$ cat config.mk
export PLATFORM = sky130hd
export DESIGN_NAME = tone_sequencer
export DESIGN_NICKNAME = d
export VERILOG_FILES = /design/src/rtl/tone_sequencer.sv
export SDC_FILE = /design/constraint.sdc
export NUM_CORES = 1
export LEC_CHECK = 0
export ABC_AREA = 1
export CAP_MARGIN = 20
export CORE_ASPECT_RATIO = 2
export CORE_MARGIN = 4
export CORE_UTILIZATION = 40
export DETAILED_ROUTE_END_ITERATION = 6
export GPL_TIMING_DRIVEN = 0
export HOLD_SLACK_MARGIN = 0.15
export PLACE_DENSITY = 0.63
export SYNTH_ARGS = -nofsm -noshare
export SYNTH_HDL_FRONTEND = slang
export SYNTH_SLANG_ARGS = --single-unit
$ cat constraint.sdc
create_clock -name clk -period 5.07 [get_ports clk]
set_clock_uncertainty 0.2 [all_clocks]
set_input_delay 1.014 -clock clk [delete_from_list [all_inputs] [get_ports clk]]
set_output_delay 1.014 -clock clk [all_outputs]
set_load 0.05 [all_outputs]
$ cat src/rtl/tone_sequencer.sv
// Chord sequencer: queues timed {duration, notes} commands and writes each chord to the
// four-voice tone player for its duration in ticks. Optional feature macro: TONESEQ_LOOP_EN.
module tone_sequencer #(
  parameter int FIFO_DEPTH = 16,
  parameter int TICK_DIV   = 50000,
  parameter int DUR_W      = 16
) (
  input  logic                          clk,
  input  logic                          reset,
  input  logic [DUR_W+31:0]             cmd_data,
  input  logic                          cmd_valid,
  output logic                          cmd_ready,
  input  logic                          flush,
`ifdef TONESEQ_LOOP_EN
  input  logic                          loop,
`endif
  output logic [31:0]                   noteID,
  output logic                          we,
  output logic                          busy,
  output logic [$clog2(FIFO_DEPTH):0]   fifo_count
);

  // state   | meaning
  // IDLE    | nothing playing, waiting for a queued command
  // LOAD    | pop head, write its chord, load duration
  // PLAY    | hold chord, count ticks down to the end of the note
  // SILENCE | write the all-zero chord, then return to IDLE
  typedef enum logic [1:0] {S_IDLE, S_LOAD, S_PLAY, S_SILENCE} state_t;

  localparam int AW = $clog2(FIFO_DEPTH);
  localparam int CW = AW + 1;
  localparam int EW = DUR_W + 32;
  localparam int PW = (TICK_DIV > 1) ? $clog2(TICK_DIV) : 1;
  localparam logic [PW-1:0] PRESC_LAST = PW'(TICK_DIV - 1);
  localparam logic [CW-1:0] DEPTH_C    = CW'(FIFO_DEPTH);

  state_t             state_q, state_d;
  logic [EW-1:0]      mem_q [FIFO_DEPTH];
  logic [EW-1:0]      mem_d [FIFO_DEPTH];
  logic [AW-1:0]      wr_ptr_q, wr_ptr_d;
  logic [AW-1:0]      rd_ptr_q, rd_ptr_d;
  logic [CW-1:0]      count_q, count_d;
  logic [31:0]        note_q, note_d;
  logic               we_q, we_d;
  logic [DUR_W-1:0]   dur_q, dur_d;
  logic [PW-1:0]      presc_q, presc_d;

  logic               loop_on;
  logic [EW-1:0]      head;
  logic               push_en;
  logic               pop_en;
  logic               recirc;
  logic               tick;
  logic               fifo_empty;

`ifdef TONESEQ_LOOP_EN
  assign loop_on = loop;
`else
  assign loop_on = 1'b0;
`endif

  assign head       = mem_q[rd_ptr_q];
  assign fifo_empty = (count_q == '0);
  assign cmd_ready  = (count_q < DEPTH_C) && !flush && !loop_on;
  assign push_en    = cmd_valid && cmd_ready;
  assign pop_en     = (state_q == S_LOAD) && !flush;
  assign recirc     = pop_en && loop_on;
  assign tick       = (presc_q == PRESC_LAST);

  // A recirculated entry is written to the tail as the head leaves, so occupancy holds.
  always_comb begin
    mem_d    = mem_q;
    wr_ptr_d = wr_ptr_q;
    rd_ptr_d = rd_ptr_q;
    count_d  = count_q;
    if (flush) begin
      wr_ptr_d = '0;
      rd_ptr_d = '0;
      count_d  = '0;
    end else begin
      if (push_en) begin
        mem_d[wr_ptr_q] = cmd_data;
        wr_ptr_d        = wr_ptr_q + AW'(1);
      end
      if (recirc) begin
        mem_d[wr_ptr_q] = head;
        wr_ptr_d        = wr_ptr_q + AW'(1);
      end
      if (pop_en) begin
        rd_ptr_d = rd_ptr_q + AW'(1);
      end
      count_d = count_q + CW'(push_en) - CW'(pop_en && !recirc);
    end
  end

  always_comb begin
    state_d = state_q;
    note_d  = note_q;
    we_d    = 1'b0;
    dur_d   = dur_q;
    presc_d = presc_q;
    if (flush) begin
      if (state_q == S_LOAD || state_q == S_PLAY) begin
        state_d = S_SILENCE;
      end else begin
        state_d = S_IDLE;
      end
    end else begin
      case (state_q)
        S_IDLE: begin
          if (!fifo_empty) state_d = S_LOAD;
        end
        S_LOAD: begin
          note_d  = head[31:0];
          we_d    = 1'b1;
          dur_d   = head[EW-1:32];
          presc_d = '0;
          state_d = S_PLAY;
        end
        S_PLAY: begin
          presc_d = tick ? '0 : presc_q + PW'(1);
          if (tick) begin
            // Zero duration sustains until something new is queued.
            if (dur_q == '0) begin
              if (!fifo_empty) state_d = S_LOAD;
            end else if (dur_q == DUR_W'(1)) begin
              state_d = fifo_empty ? S_SILENCE : S_LOAD;
            end else begin
              dur_d = dur_q - DUR_W'(1);
            end
          end
        end
        S_SILENCE: begin
          note_d  = '0;
          we_d    = 1'b1;
          state_d = S_IDLE;
        end
        default: state_d = S_IDLE;
      endcase
    end
  end

  always_ff @(posedge clk) begin
    if (reset) begin
      state_q  <= S_IDLE;
      wr_ptr_q <= '0;
      rd_ptr_q <= '0;
      count_q  <= '0;
      note_q   <= '0;
      we_q     <= 1'b0;
      dur_q    <= '0;
      presc_q  <= '0;
    end else begin
      state_q  <= state_d;
      wr_ptr_q <= wr_ptr_d;
      rd_ptr_q <= rd_ptr_d;
      count_q  <= count_d;
      note_q   <= note_d;
      we_q     <= we_d;
      dur_q    <= dur_d;
      presc_q  <= presc_d;
    end
  end

  always_ff @(posedge clk) begin
    mem_q <= mem_d;
  end

  assign noteID     = note_q;
  assign we         = we_q;
  assign busy       = (state_q != S_IDLE);
  assign fifo_count = count_q;

endmodule

**Yosys cells after proc, flatten, opt, wreduce, memory -nomap -nowiden**

Cells that the tools add are included.

- Input port bits: 52
- Output and inout port bits: 40
- Register bits: 848

- Bitwise gates (word level): 3
- Add/sub/neg operators: 6
- Order comparisons: 4
- Mux-type cells: 22
- Reduce and logical (&&, ||, !) cells: 19
- Equality and inequality tests: 10

Operator list:

| cell | count |
|---|---|
| $bwmux W768 | 1 |
| $bmux W48 S4 | 1 |
| $demux W48 S4 | 1 |
| $mux W48 | 3 |
| $mux W16 | 4 |
| $pmux W16 S2 | 2 |
| $pmux W32 S2 | 1 |
| $add A16 B1 Y16 const B | 1 |
| $eq A16 B1 Y1 const B | 1 |
| $eq A16 B16 Y1 const B | 1 |
| $logic_not A16 Y1 | 1 |
| $sub A16 B1 Y16 const B | 1 |
| $mux W2 | 7 |
| $ge A5 B5 Y1 const B | 2 |
| $not A4 Y5 | 2 |
| $add A4 B1 Y4 const B | 2 |
| $pmux W2 S4 | 1 |
| $reduce_and A2 Y1 | 4 |
| $ne A2 B2 Y1 const B | 3 |
| $reduce_bool A2 Y1 | 3 |
| $add A5 B1 Y5 | 1 |
| $logic_not A5 Y1 | 1 |
| $lt A5 B1 Y1 const B | 1 |
| $lt A5 B5 Y1 const B | 1 |
| 13 further kinds | 18 |

**Logic depth before layout (Yosys ltp)**

- Word-level depth: 7
- Gate-level depth with buffers: 14

**Least setup slack after synthesis**

Ideal clock, no wire load.

- Path kind: input port to flip-flop
- From: in flush
- To: reg mem_q[100] in the netlist's numbering (enable)
- Library setup time: 0.454 ns
- Cell stages on the path: 5
- Slack: 0.143 ns
- Data arrival time: 4.273 ns
- Buffers on the path: 0
- Cell sequence: nor2_1 -> nand2_1 -> inv_1 -> nand2_1 -> nor2_1

- Word-level cells in the longest chain between the ends: 4
- Elaborated cells on any way between the ends: 5

Ends and longest elaborated chain:

| item | line | source |
|---|---|---|
| start, declared | 13 | `input logic flush,` |
| $logic_not A1 Y1 | 64 | `assign cmd_ready = (count_q < DEPTH_C) && !flush && !loop_on;` |
| $logic_and A1 B1 Y1 | 64 |  |
| $logic_and A1 B1 Y1 | 65 | `assign push_en = cmd_valid && cmd_ready;` |
| $reduce_and A2 Y1 (no source line) (*) | -- |  |
| end signal, assigned | 166 | `mem_q <= mem_d;` |
| end, declared | 38 | `logic [EW-1:0] mem_q [FIFO_DEPTH];` |

Every way passes the cells marked *; elsewhere a longest branch is shown, timed or not.
A chain may end at the register's enable or synchronous reset.

**Worst setup path after layout**

- From: in flush
- To: out cmd_ready

- Word-level cells in the longest chain between the ends: 2

Ends and longest elaborated chain:

| item | line | source |
|---|---|---|
| $logic_not A1 Y1 | 64 |  |
| $logic_and A1 B1 Y1 | 64 |  |
| end, declared | 12 | `output logic cmd_ready,` |

Every way passes these cells.

==> out/qor.csv <==
metric,value,unit
io_buffers,90,
placed_cell_area,37900,um2
postSynthNetCount,3173,
track_usage,0.231,
cp_num_buf_inv,2,
std_cell_rows,152,
detail-route-antenna-nets,0,
hp-class,reg -> reg,
setup_viol,0,
ys.flop_type,edfxtp_1,
muxShareOfSynthArea,0,
tritoncts,built,
synth_edf_count,768,
period_minus_slack,3.77,ns
ys_ff_latch,848,
cp-end-kind,output port,
setup_slack,1.30,ns
crit_chain,clkdlybuf4s50_1 > nor2_1 > clkdlybuf4s50_1,
grt_pass1_vias,24600,
avgSynthCellArea,11.2,um2
hold_viol,0,
cts-htree-levels,3,
dieWidth,216,um
max_cap_violations,0,
routed_via_density,5.44,
wl_per_cell,24.0,um
die-height,424,um
leakage,14.1,nW
synth-async-reset-ratio,0,
setup.worst_path.class,in -> out,
cp_top_family,buffers and inverters,
cp_common_cell,clkdlybuf4s50_1,
wl,109000,um
fin_area,40300,um2
clkTransAtPathRegs,0.06,ns
insertion_delay,0.65,ns
synthAdderAreaFrac,0.00743,
drc_errors,0,
post-place-ws,1.04,ns
peakVddDrop,0.000200,V
crit_required,3.86,ns
final_util,0.469,
grt_first_pass_wirelength,156000,um
layout-drive-gt1-share,0.0779,
drt_pass1_iterations,5,
cts_sinks,848,
crit_arrival,2.56,ns
startpoint_type,primary input,
synth_top_family_by_area,simple AND/OR/NAND/NOR gates,
area_growth,16.2,%
cts-root-buf,clkbuf_16,
dp_hpwl,75400,um
gp_congestion,0.852,
drtIter0Drc,2256,
cts_resized,0,
cp_slowest_cell,clkdlybuf4s50_1,
cts_hold_buf,0,
core,86000,um2
post-route-period-util,0.744,
status,completed,
rsz0062_at_grt,no,
powerDensity,395,nW/um2
grt_max_degree,26,
postSynthCellCount,3101,
slew_headroom,0.342,
max_clock_freq,265,MHz
clock_path_buffers,3,
max_stage_delay,0.82,ns
synthXorXnorAreaFrac,0.00126,
numCtsBuffers,75,
synth_cell_types,35,
die_area,91800,um2
synth-seq-area-share,0.711,
boundaryPins,92,
num_vias,24600,
netlist_area,34700,um2
yosysWarnings,0,
antenna_found_initial,0,
start_util,0.403,
synth-simple-area-share,0.179,
critPathMaxFanout,7,
worst_slew_pin_slew,0.987,ns
synth_compound_area_frac,0.0645,
grt-ovfl-total,0,
post-cts-setup-buffers,0,
slew_viol_final,0,
tns,0,ns
nets,3376,
-- layout make-up --
class                           count  area [um2]
Multi-Input combinational cell   1981        8860
Antenna cell                        1        2.50
Clock buffer                      106        2060
Fill cell                        7829       45700
Tap cell                         1155        1450
Timing Repair Buffer              126        1640
Buffer                            179         926
Clock inverter                     32         340
Sequential cell                   848       24700
Inverter                           93         354
-- per-stage QoR --
stage | std cells | hold slack [ns] | total power [mW]
floorplan | 3101 | 0.240 | 9.38
global placement | 4346 | 0.252 | 10.3
detailed placement | 4381 | 0.256 | 10.3
CTS | 4519 | 0.266 | 15.9
global route | 4520 | 0.289 | 16.5
finish | 4521 | 0.266 | 15.9
-- worst min-delay path, cell delays in order, from the launching register on --
cell and delay, ns:
dfxtp_1 0.31, nand2_1 0.06, a21oi_1 0.05
-- synth_stat cells, types with 2 or more instances --
| library cell | n | share of area |
|---|---|---|
| clkbuf_1 | 71 | 0.0077 |
| edfxtp_1 | 768 | 0.67 |
| inv_2 | 2 | 0.00022 |
| nor3b_1 | 3 | 0.00065 |
| buf_8 | 2 | 0.00087 |
| a21oi_1 | 80 | 0.012 |
| nand3_1 | 354 | 0.051 |
| buf_6 | 9 | 0.0029 |
| buf_1 | 16 | 0.0017 |
| nor2_2 | 3 | 0.00054 |
| nand2_1 | 379 | 0.041 |
| xor2_1 | 5 | 0.0013 |
| ha_1 | 19 | 0.0069 |
| buf_4 | 19 | 0.0041 |
| o21ai_0 | 357 | 0.052 |
| dfxtp_1 | 80 | 0.046 |
| nand3b_1 | 4 | 0.00087 |
| nor2_1 | 757 | 0.082 |
| nor3_2 | 2 | 0.00058 |
| a211oi_1 | 2 | 0.00043 |
| nor3_1 | 6 | 0.00087 |
| inv_1 | 90 | 0.0097 |
| buf_2 | 61 | 0.0088 |
-- report_power, final --
group,switching (mW),total [mW],internal (mW)
clock network,2.60,5.73,3.13
logic,1.70,2.38,0.684
registers,0.0715,7.80,7.73
-- state kept, by name, summed over array words and instances, names as in the netlist --
name	cells
fifo_count	5
noteID	32
state_q	2
mem_q	768
presc_q	16
we	1
wr_ptr_q	4
dur_q	16
rd_ptr_q	4
-- cells by family (layout without fill, tap and decap cells) --
| logic type | count (synthesis) | count (layout) |
|---|---|---|
| compound gates | 444 | 444 |
| xor+xnor | 5 | 5 |
| fa+ha+maj | 20 | 20 |
| buf+inv | 272 | 536 |
| flops | 848 | 848 |
| other cells | 0 | 1 |
| simple gates | 1512 | 1512 |
-- final timing paths --
path | start | endpoint | slack [ns] | cells past startpoint
hold / removal | noteID[31]$_SDFFE_PP0P_ | noteID[31]$_SDFFE_PP0P_ | 0.27 | 2
setup / recovery | flush | cmd_ready | 1.30 | 3
setup reg to reg | rd_ptr_q[1]$_SDFFE_PP0P_ | dur_q[0]$_SDFFE_PP0P_ | 1.93 | 10
hold reg to reg | noteID[31]$_SDFFE_PP0P_ | noteID[31]$_SDFFE_PP0P_ | 0.27 | 2
-- cell usage in the layout (no fill, tap or decap), drive strengths merged, types with 8 or more instances in the layout --
| cell type | n |
|---|---|
| ha | 19 |
| buf | 144 |
| nor2 | 760 |
| nand2 | 380 |
| clkdlybuf4s50 | 90 |
| clkinv | 21 |
| nor3 | 8 |
| inv | 97 |
| o21ai | 359 |
| dfxtp | 80 |
| edfxtp | 768 |
| nand3 | 356 |
| clkbuf | 177 |
| a21oi | 80 |
-- layer usage --
metal,vias to the layer above,routed length (um),global-route usage
li1,11200,-,-
met3,350,6150,0.0317
met4,0,7540,0.143
met1,12000,36200,0.235
met2,1108,58700,0.440
met5,-,0,0
Note: power is estimated with default switching activity, not from simulation.
